==> config.mk <==
export PLATFORM = sky130hd
export DESIGN_NAME = multicycle_control_flat
export DESIGN_NICKNAME = d
export VERILOG_FILES = /design/src/rtl/multicycle_control_pkg.sv /design/src/rtl/multicycle_control_if.sv /design/src/rtl/multicycle_control.sv /design/src/flat_wrapper.sv
export SDC_FILE = /design/constraint.sdc
export NUM_CORES = 1
export LEC_CHECK = 0
export CAP_MARGIN = 5
export CORE_MARGIN = 2
export CORE_UTILIZATION = 36
export CTS_BUF_LIST = sky130_fd_sc_hd__clkbuf_8
export DETAILED_ROUTE_END_ITERATION = 10
export HOLD_SLACK_MARGIN = 0.08
export PLACE_DENSITY = 0.81
export SKIP_CTS_REPAIR_TIMING = 1
export SYNTH_ARGS = -nofsm -noshare
export SYNTH_HDL_FRONTEND = slang
export SYNTH_SLANG_ARGS = --single-unit
export TNS_END_PERCENT = 100
==> constraint.sdc <==
create_clock -name clock -period 1.51 [get_ports clock]
set_input_delay 0.3775 -clock clock [delete_from_list [all_inputs] [get_ports clock]]
set_output_delay 0.3775 -clock clock [all_outputs]
set_load 0.01 [all_outputs]
==> src/rtl/multicycle_control_pkg.sv <==
// Shared constants for the multicycle MIPS control sequencer: opcodes, state
// codes and datapath mux encodings.
package multicycle_control_pkg;

  typedef logic [5:0] opcode_t;

  localparam opcode_t OP_RTYPE = 6'h00;
  localparam opcode_t OP_J     = 6'h02;
  localparam opcode_t OP_BEQ   = 6'h04;
  localparam opcode_t OP_BNE   = 6'h05;
  localparam opcode_t OP_ADDI  = 6'h08;
  localparam opcode_t OP_LW    = 6'h23;
  localparam opcode_t OP_SW    = 6'h2B;

  typedef enum logic [3:0] {
    S_FETCH    = 4'd0,
    S_DECODE   = 4'd1,
    S_MEM_ADDR = 4'd2,
    S_MEM_RD   = 4'd3,
    S_MEM_WB   = 4'd4,
    S_MEM_WR   = 4'd5,
    S_R_EX     = 4'd6,
    S_R_WB     = 4'd7,
    S_BRANCH   = 4'd8,
    S_JUMP     = 4'd9,
    S_ADDI_EX  = 4'd10,
    S_ADDI_WB  = 4'd11,
    S_HALT     = 4'd12
  } state_t;

  localparam logic [1:0] ALU_ADD   = 2'b00;
  localparam logic [1:0] ALU_SUB   = 2'b01;
  localparam logic [1:0] ALU_FUNCT = 2'b10;

  localparam logic [1:0] SRCB_REG    = 2'b00;
  localparam logic [1:0] SRCB_FOUR   = 2'b01;
  localparam logic [1:0] SRCB_IMM    = 2'b10;
  localparam logic [1:0] SRCB_BRANCH = 2'b11;

  localparam logic [1:0] PCSRC_ALU    = 2'b00;
  localparam logic [1:0] PCSRC_ALUOUT = 2'b01;
  localparam logic [1:0] PCSRC_JUMP   = 2'b10;

  typedef struct packed {
    logic       pc_write;
    logic       pc_write_cond;
    logic       branch_ne;
    logic       i_or_d;
    logic       mem_read;
    logic       mem_write;
    logic       ir_write;
    logic       mem_to_reg;
    logic       reg_dst;
    logic       reg_write;
    logic       alu_src_a;
    logic [1:0] alu_src_b;
    logic [1:0] alu_op;
    logic [1:0] pc_source;
    logic       retire;
    logic       halted;
  } ctrl_t;

endpackage

==> src/rtl/multicycle_control_if.sv <==
// Control-to-datapath bundle: instruction/memory status in, mux and enable
// lines out. master = sequencer, slave = datapath.
interface multicycle_control_if;
  import multicycle_control_pkg::*;

  opcode_t    opcode;
  logic       mem_ready;
  logic       pc_write;
  logic       pc_write_cond;
  logic       branch_ne;
  logic       i_or_d;
  logic       mem_read;
  logic       mem_write;
  logic       ir_write;
  logic       mem_to_reg;
  logic       reg_dst;
  logic       reg_write;
  logic       alu_src_a;
  logic [1:0] alu_src_b;
  logic [1:0] alu_op;
  logic [1:0] pc_source;
  logic       retire;
  logic       halted;

  modport master (
    input  opcode, mem_ready,
    output pc_write, pc_write_cond, branch_ne, i_or_d, mem_read, mem_write,
           ir_write, mem_to_reg, reg_dst, reg_write, alu_src_a, alu_src_b,
           alu_op, pc_source, retire, halted
  );

  modport slave (
    output opcode, mem_ready,
    input  pc_write, pc_write_cond, branch_ne, i_or_d, mem_read, mem_write,
           ir_write, mem_to_reg, reg_dst, reg_write, alu_src_a, alu_src_b,
           alu_op, pc_source, retire, halted
  );
endinterface

==> src/rtl/multicycle_control.sv <==
// Multicycle MIPS control sequencer: one state register plus a combinational
// next-state/output decode, sharing a single memory port for fetch and data.
module multicycle_control
  import multicycle_control_pkg::*;
#(
  parameter bit HALT_ON_ILLEGAL = 1'b1
) (
  input logic                  clock,
  input logic                  reset,
  multicycle_control_if.master bus
);

  // state | meaning
  // FETCH    | read instruction at PC, PC+4 -> PC on mem_ready
  // DECODE   | register read, branch target -> ALUOut
  // MEM_ADDR | base + imm -> ALUOut
  // MEM_RD   | data read at ALUOut, wait for mem_ready
  // MEM_WB   | MDR -> rt, retire lw
  // MEM_WR   | data write at ALUOut, retire sw on mem_ready
  // R_EX     | A funct B -> ALUOut
  // R_WB     | ALUOut -> rd, retire
  // BRANCH   | compare A-B, conditional PC load, retire
  // JUMP     | jump target -> PC, retire
  // ADDI_EX  | A + imm -> ALUOut
  // ADDI_WB  | ALUOut -> rt, retire
  // HALT     | stopped until reset

  state_t state, state_nxt;
  ctrl_t  ctrl;

  always_ff @(posedge clock) begin
    if (!reset) state <= S_FETCH;
    else        state <= state_nxt;
  end

  always_comb begin
    ctrl      = '0;
    state_nxt = state;
    case (state)
      S_FETCH: begin
        ctrl.mem_read  = 1'b1;
        ctrl.alu_src_b = SRCB_FOUR;
        ctrl.alu_op    = ALU_ADD;
        ctrl.pc_source = PCSRC_ALU;
        ctrl.ir_write  = bus.mem_ready;
        ctrl.pc_write  = bus.mem_ready;
        if (bus.mem_ready) state_nxt = S_DECODE;
      end
      S_DECODE: begin
        ctrl.alu_src_b = SRCB_BRANCH;
        ctrl.alu_op    = ALU_ADD;
        case (bus.opcode)
          OP_RTYPE:      state_nxt = S_R_EX;
          OP_LW, OP_SW:  state_nxt = S_MEM_ADDR;
          OP_BEQ, OP_BNE: state_nxt = S_BRANCH;
          OP_ADDI:       state_nxt = S_ADDI_EX;
          OP_J:          state_nxt = S_JUMP;
          default: begin
            if (HALT_ON_ILLEGAL) begin
              state_nxt = S_HALT;
            end else begin
              state_nxt   = S_FETCH;
              ctrl.retire = 1'b1;
            end
          end
        endcase
      end
      S_MEM_ADDR: begin
        ctrl.alu_src_a = 1'b1;
        ctrl.alu_src_b = SRCB_IMM;
        ctrl.alu_op    = ALU_ADD;
        state_nxt      = (bus.opcode == OP_SW) ? S_MEM_WR : S_MEM_RD;
      end
      S_MEM_RD: begin
        ctrl.mem_read = 1'b1;
        ctrl.i_or_d   = 1'b1;
        if (bus.mem_ready) state_nxt = S_MEM_WB;
      end
      S_MEM_WB: begin
        ctrl.reg_write  = 1'b1;
        ctrl.mem_to_reg = 1'b1;
        ctrl.retire     = 1'b1;
        state_nxt       = S_FETCH;
      end
      S_MEM_WR: begin
        ctrl.mem_write = 1'b1;
        ctrl.i_or_d    = 1'b1;
        ctrl.retire    = bus.mem_ready;
        if (bus.mem_ready) state_nxt = S_FETCH;
      end
      S_R_EX: begin
        ctrl.alu_src_a = 1'b1;
        ctrl.alu_src_b = SRCB_REG;
        ctrl.alu_op    = ALU_FUNCT;
        state_nxt      = S_R_WB;
      end
      S_R_WB: begin
        ctrl.reg_write = 1'b1;
        ctrl.reg_dst   = 1'b1;
        ctrl.retire    = 1'b1;
        state_nxt      = S_FETCH;
      end
      S_BRANCH: begin
        ctrl.alu_src_a     = 1'b1;
        ctrl.alu_src_b     = SRCB_REG;
        ctrl.alu_op        = ALU_SUB;
        ctrl.pc_write_cond = 1'b1;
        ctrl.pc_source     = PCSRC_ALUOUT;
        ctrl.branch_ne     = (bus.opcode == OP_BNE);
        ctrl.retire        = 1'b1;
        state_nxt          = S_FETCH;
      end
      S_JUMP: begin
        ctrl.pc_write  = 1'b1;
        ctrl.pc_source = PCSRC_JUMP;
        ctrl.retire    = 1'b1;
        state_nxt      = S_FETCH;
      end
      S_ADDI_EX: begin
        ctrl.alu_src_a = 1'b1;
        ctrl.alu_src_b = SRCB_IMM;
        ctrl.alu_op    = ALU_ADD;
        state_nxt      = S_ADDI_WB;
      end
      S_ADDI_WB: begin
        ctrl.reg_write = 1'b1;
        ctrl.retire    = 1'b1;
        state_nxt      = S_FETCH;
      end
      S_HALT: begin
        ctrl.halted = 1'b1;
      end
      default: state_nxt = S_FETCH;
    endcase
    // Reset silences the datapath in the same cycle, so nothing is written.
    if (!reset) ctrl = '0;
  end

  assign bus.pc_write      = ctrl.pc_write;
  assign bus.pc_write_cond = ctrl.pc_write_cond;
  assign bus.branch_ne     = ctrl.branch_ne;
  assign bus.i_or_d        = ctrl.i_or_d;
  assign bus.mem_read      = ctrl.mem_read;
  assign bus.mem_write     = ctrl.mem_write;
  assign bus.ir_write      = ctrl.ir_write;
  assign bus.mem_to_reg    = ctrl.mem_to_reg;
  assign bus.reg_dst       = ctrl.reg_dst;
  assign bus.reg_write     = ctrl.reg_write;
  assign bus.alu_src_a     = ctrl.alu_src_a;
  assign bus.alu_src_b     = ctrl.alu_src_b;
  assign bus.alu_op        = ctrl.alu_op;
  assign bus.pc_source     = ctrl.pc_source;
  assign bus.retire        = ctrl.retire;
  assign bus.halted        = ctrl.halted;

endmodule

==> src/flat_wrapper.sv <==
// flat-port wrapper written by rule: the top's interface ports become plain ports
module multicycle_control_flat import multicycle_control_pkg::*;
#(
  parameter bit HALT_ON_ILLEGAL = 1'b1
)
  (clock, reset, bus_opcode, bus_mem_ready, bus_pc_write, bus_pc_write_cond, bus_branch_ne, bus_i_or_d, bus_mem_read, bus_mem_write, bus_ir_write, bus_mem_to_reg, bus_reg_dst, bus_reg_write, bus_alu_src_a, bus_alu_src_b, bus_alu_op, bus_pc_source, bus_retire, bus_halted);
  multicycle_control_if bus_i ();
  input logic clock;
  input logic reset;
  input wire logic [$bits(bus_i.opcode)-1:0] bus_opcode;
  input wire logic [$bits(bus_i.mem_ready)-1:0] bus_mem_ready;
  output wire logic [$bits(bus_i.pc_write)-1:0] bus_pc_write;
  output wire logic [$bits(bus_i.pc_write_cond)-1:0] bus_pc_write_cond;
  output wire logic [$bits(bus_i.branch_ne)-1:0] bus_branch_ne;
  output wire logic [$bits(bus_i.i_or_d)-1:0] bus_i_or_d;
  output wire logic [$bits(bus_i.mem_read)-1:0] bus_mem_read;
  output wire logic [$bits(bus_i.mem_write)-1:0] bus_mem_write;
  output wire logic [$bits(bus_i.ir_write)-1:0] bus_ir_write;
  output wire logic [$bits(bus_i.mem_to_reg)-1:0] bus_mem_to_reg;
  output wire logic [$bits(bus_i.reg_dst)-1:0] bus_reg_dst;
  output wire logic [$bits(bus_i.reg_write)-1:0] bus_reg_write;
  output wire logic [$bits(bus_i.alu_src_a)-1:0] bus_alu_src_a;
  output wire logic [$bits(bus_i.alu_src_b)-1:0] bus_alu_src_b;
  output wire logic [$bits(bus_i.alu_op)-1:0] bus_alu_op;
  output wire logic [$bits(bus_i.pc_source)-1:0] bus_pc_source;
  output wire logic [$bits(bus_i.retire)-1:0] bus_retire;
  output wire logic [$bits(bus_i.halted)-1:0] bus_halted;
  assign bus_i.opcode = bus_opcode;
  assign bus_i.mem_ready = bus_mem_ready;
  assign bus_pc_write = bus_i.pc_write;
  assign bus_pc_write_cond = bus_i.pc_write_cond;
  assign bus_branch_ne = bus_i.branch_ne;
  assign bus_i_or_d = bus_i.i_or_d;
  assign bus_mem_read = bus_i.mem_read;
  assign bus_mem_write = bus_i.mem_write;
  assign bus_ir_write = bus_i.ir_write;
  assign bus_mem_to_reg = bus_i.mem_to_reg;
  assign bus_reg_dst = bus_i.reg_dst;
  assign bus_reg_write = bus_i.reg_write;
  assign bus_alu_src_a = bus_i.alu_src_a;
  assign bus_alu_src_b = bus_i.alu_src_b;
  assign bus_alu_op = bus_i.alu_op;
  assign bus_pc_source = bus_i.pc_source;
  assign bus_retire = bus_i.retire;
  assign bus_halted = bus_i.halted;
  multicycle_control #(.HALT_ON_ILLEGAL(HALT_ON_ILLEGAL)) u_core (.clock(clock), .reset(reset), .bus(bus_i));
endmodule
==> impl_metrics.json, run 1 <==
{
  "place_ws_ns": -0.9658,
  "dp_hpwl_mm": 1.740,
  "numCtsBuffers": 3,
  "crit_endpoint": "bus_branch_ne",
  "htreeDepth": 1,
  "synth-seq-cells": 4,
  "yosys.area_share.simple_pct": 47.78,
  "worstEpCategory": "top-level output",
  "synth_compound_area_share_pct": 24.36,
  "lastStage": "5_1_grt",
  "io_buffer_count": 27,
  "cts_sinks": 4,
  "yosys_warnings": 0,
  "cts_max_path_buffers": 2,
  "firstError": "[ERROR DPL-0038] Utilization greater than 100%, impossible to legalize",
  "synth_top_family_by_area": "simple AND/OR/NAND/NOR gates",
  "ys.flop_type": "dfxtp_1",
  "syn_nets": 91,
  "syn_inst": 82,
  "die_height_um": 42.53,
  "synth_edf_count": 0,
  "synth_fa_ha_area_share_pct": 0,
  "synth_xor_area_share_pct": 4.918,
  "synth_area_um2": 534.3,
  "start_util_pct": 39.57,
  "synthMuxAreaShare_pct": 0,
  "seq_area_frac_synth_pct": 14.99,
  "async_flop_share_pct": 0,
  "grt_max_degree": 14,
  "place.gp.congestion": 0.9003,
  "num_rows": 13,
  "yosysUniqueCellTypes": 33,
  "status": "stopped before the end",
  "die_x_um": 42.53,
  "cts_root_buf": "clkbuf_8",
  "avgSynthCellArea_um2": 6.515,
  "ios": 28
}
[stage by stage]
step / TNS [ns] / area, µm² / std cells / hold WS (ns)
2_1_floorplan: -0.1097 / 569.3 / 82 / 0.5401
3_3_place_gp: -16.62 / 1127 / 158 / 0.6807
3_5_place_dp: -17.48 / 1127 / 158 / 0.6701
4_1_cts: -17.02 / 1169 / 161 / 0.7501
[cells in the mapped netlist (all sizes together) (2+ instances only)]
master,number,area (µm²)
o21ai,4,20.02
a21oi,2,10.01
nor2b,3,18.77
nand2,6,22.52
o311ai,2,17.52
a211oi,2,15.01
nand2b,2,12.51
and3,4,25.02
a31oi,2,12.51
inv,3,11.26
xor2,2,17.52
nand4,2,12.51
clkbuf,2,8.750
nor2,14,52.55
nor4,5,31.28
dfxtp,4,80.08
nor3,5,25.02
buf,4,22.52
nor4b,2,17.52
[cell families after synthesis]
group	count (synthesis)
flip-flops	4
AND/OR/NAND/NOR	48
XOR/XNOR	3
AO/OA/AOI/OAI	18
buffers and inverters	9
==> run 2, diff against run 1 <==
--- a/config.mk
+++ b/config.mk
@@ -6,12 +6,10 @@
 export NUM_CORES = 1
 export LEC_CHECK = 0
 export CAP_MARGIN = 5
-export CORE_MARGIN = 2
-export CORE_UTILIZATION = 36
-export CTS_BUF_LIST = sky130_fd_sc_hd__clkbuf_8
+export CORE_AREA = 2 2 63 65
 export DETAILED_ROUTE_END_ITERATION = 10
-export HOLD_SLACK_MARGIN = 0.08
-export PLACE_DENSITY = 0.81
+export DIE_AREA = 0 0 65 67
+export PLACE_DENSITY_LB_ADDON = 0.15
 export SKIP_CTS_REPAIR_TIMING = 1
 export SYNTH_ARGS = -nofsm -noshare
 export SYNTH_HDL_FRONTEND = slang
==> constraint.sdc (replaced) <==
create_clock -name clock -period 2 [get_ports clock]
set_input_delay 0.5 -clock clock [delete_from_list [all_inputs] [get_ports clock]]
set_output_delay 0.5 -clock clock [all_outputs]
set_load 0.01 [all_outputs]
==> run 2 against run 1 <==
The flow now finishes without violations. Synthesized area unchanged. Synthesized cell count stayed put.
==> impl_metrics.json, run 2 <==
{
  "cts_sinks": 4,
  "core-area_um2": 3606,
  "syn_nets": 91,
  "drive_above_1_share_pct": 43.45,
  "yosys.area_share.simple_pct": 47.78,
  "cp-startpoint": "bus_opcode[0]",
  "path_class": "in2reg",
  "required_ns": 2.15,
  "hold_slack_ns": 0.6724,
  "finalSetupViolations": 0,
  "nets": 156,
  "ys.flop_type": "dfxtp_1",
  "synth_most_common_cell": "nor2_1",
  "synth_edf_count": 0,
  "cp_max_fo": 5,
  "path_clk_slew_ns": 0.03,
  "htreeDepth": 1,
  "hold_viol": 0,
  "min_path_type": "reg2reg",
  "mostFrequentLayoutCells": "38 x buf_4, 22 x dlymetal6s2s_1, 12 x nor2_1",
  "via_per_inst": 4.622,
  "drc": 0,
  "power_density_nw_per_um2": 435.8,
  "mostFrequentLayoutCell": "buf_4",
  "reg2reg_depth": 6,
  "r2r-start": "u_core.state[2]",
  "syn_to_final_growth_pct": 145.2,
  "finalPower_uw": 570.9,
  "wl_met2_mm": 1.244,
  "synth_compound_area_share_pct": 24.36,
  "avgSynthCellArea_um2": 6.515,
  "netlist_top_cells_area": "dfxtp_1 15%, nor2_1 9.8%, nor4_1 5.9%",
  "fin_crit_sh_pct": 95.58,
  "io_buffer_count": 27,
  "fmax_mhz": 523.1,
  "max_slew_margin_pct": 81.63,
  "drt_wl_total_mm": 2.319,
  "start_util_pct": 14.82,
  "met1_length_um": 937,
  "cts_tree": "yes",
  "seq_area_frac_synth_pct": 14.99,
  "dp_hpwl_mm": 1.773,
  "yosysTopAreaCellShare_pct": 14.99,
  "synth_largest_area_cell": "dfxtp_1",
  "vias": 892,
  "antenna_found_initial": 0,
  "synthMuxAreaShare_pct": 0,
  "routed.top_layer": "met3",
  "arrival_ns": 2.07,
  "top_regs": "u_core.state (4)",
  "drt-wirelength-per-cell_um": 12.02,
  "synth_area_um2": 534.3,
  "yosysUniqueCellTypes": 33,
  "n_antenna_cell": 0,
  "synth-seq-cells": 4,
  "dr.first_iter.drc_count": 41,
  "cts_max_path_buffers": 2,
  "fp.dieArea_um2": 4355,
  "die_x_um": 65,
  "die_height_um": 67,
  "ios": 28,
  "grt_pass1_wl_mm": 3.450,
  "wl_met3_um": 137,
  "drv_slew": 0,
  "synth_fa_ha_area_share_pct": 0,
  "async_flop_share_pct": 0,
  "synth_xor_area_share_pct": 4.918,
  "fin_skew_ns": 0.002046,
  "yosys_warnings": 0,
  "finalSetupTns_ns": 0,
  "numCtsBuffers": 3,
  "yosys-top-cells-count": "14 x nor2_1, 6 x nand2_1, 5 x nor3_1, 5 x nor4_1",
  "instances_no_fill": 193,
  "post_dp_cell_area_um2": 1089,
  "num_rows": 22,
  "r2r-end": "u_core.state[0]",
  "largest_reg_flops": 4,
  "final_area_um2": 1310,
  "clk_latency_ns": 0.21,
  "placed_cells": 185,
  "vdd.ir_drop.worst_mv": 0.2252,
  "maxCapViolCount": 0,
  "period_needed_ns": 1.912,
  "firstDrtPassIters": 4,
  "grt_pass1_vias": 772,
  "cp-start-kind": "input pin",
  "syn_inst": 82,
  "grt_max_degree": 14,
  "worstMarginPinSlew_ns": 0.2739,
  "p_leak_nw": 0.8530,
  "cts_root_buf": "clkbuf_8",
  "ff2ff_setup_slack_ns": 0.47,
  "ant_nets": 0,
  "endpoint_kind": "flop",
  "rsz0062_at_grt": "false",
  "status": "completed",
  "place.gp.congestion": 0.8160,
  "synth_top_family_by_area": "simple AND/OR/NAND/NOR gates",
  "overflow": 0,
  "critical_path.endpoint": "u_core.state[0]",
  "grt_use_total_pct": 9.929,
  "top_register": "u_core.state"
}
-- run 2: cell counts after synthesis --
Identical to the previous run, type by type.
-- run 2: final cells by class --
class | instances | area [µm²]
Fill cell | 373 | 2296
Tap cell | 48 | 60.06
Inverter | 3 | 11.26
Multi-Input combinational cell | 69 | 504.2
Timing Repair Buffer | 66 | 606.8
Clock buffer | 3 | 41.29
Sequential cell | 4 | 86.33
-- run 2: where the power goes --
part / internal [mW] / switching [mW] / leakage [nW]
Combinational: 0.169 / 0.131 / 0.797
Clock: 0.128 / 0.0375 / 0.0216
Sequential: 0.0883 / 0.0174 / 0.0342
-- run 2: how the worst min path moves through the flow --
stage / startpoint / slack (ns) / cells after the start / endpoint
after floorplan: u_core.state[3] / 0.60 / 3 / u_core.state[3]
after global placement: u_core.state[2] / 0.72 / 3 / u_core.state[2]
after detailed placement: u_core.state[2] / 0.70 / 3 / u_core.state[2]
after CTS: u_core.state[2] / 0.70 / 3 / u_core.state[2]
after global routing: u_core.state[1] / 0.71 / 2 / u_core.state[2]
final: u_core.state[1] / 0.67 / 2 / u_core.state[2]
-- run 2: cell families after synthesis --
| family | after synthesis |
|---|---|
| buf+inv | 9 |
| compound gates | 18 |
| flops | 4 |
| simple gates | 48 |
| xor+xnor | 3 |
-- run 2: metrics by stage --
stage               setup WS [ns]  util (%)
global placement          -0.6751     30.19
global route              0.03082     36.33
CTS                       -0.6852     31.33
detailed placement        -0.6743     30.19
finish                    0.08848     36.33
floorplan                 0.08335         -
-- run 2: per-layer routing --
metal | vias up | global-route usage, %
met4 | 0 | 0.7979
met2 | 31 | 19.97
met3 | 0 | 1.858
met1 | 425 | 11.07
met5 | - | 0
li1 | 436 | -
-- run 2: critical path, cell delays in order --
cell	delay, ns
clkdlybuf4s50_1	0.43
buf_4	0.16
nor4b_1	0.30
nand4_1	0.13
a221o_1	0.36
a21bo_2	0.18
(Power assumes the default switching activity.)
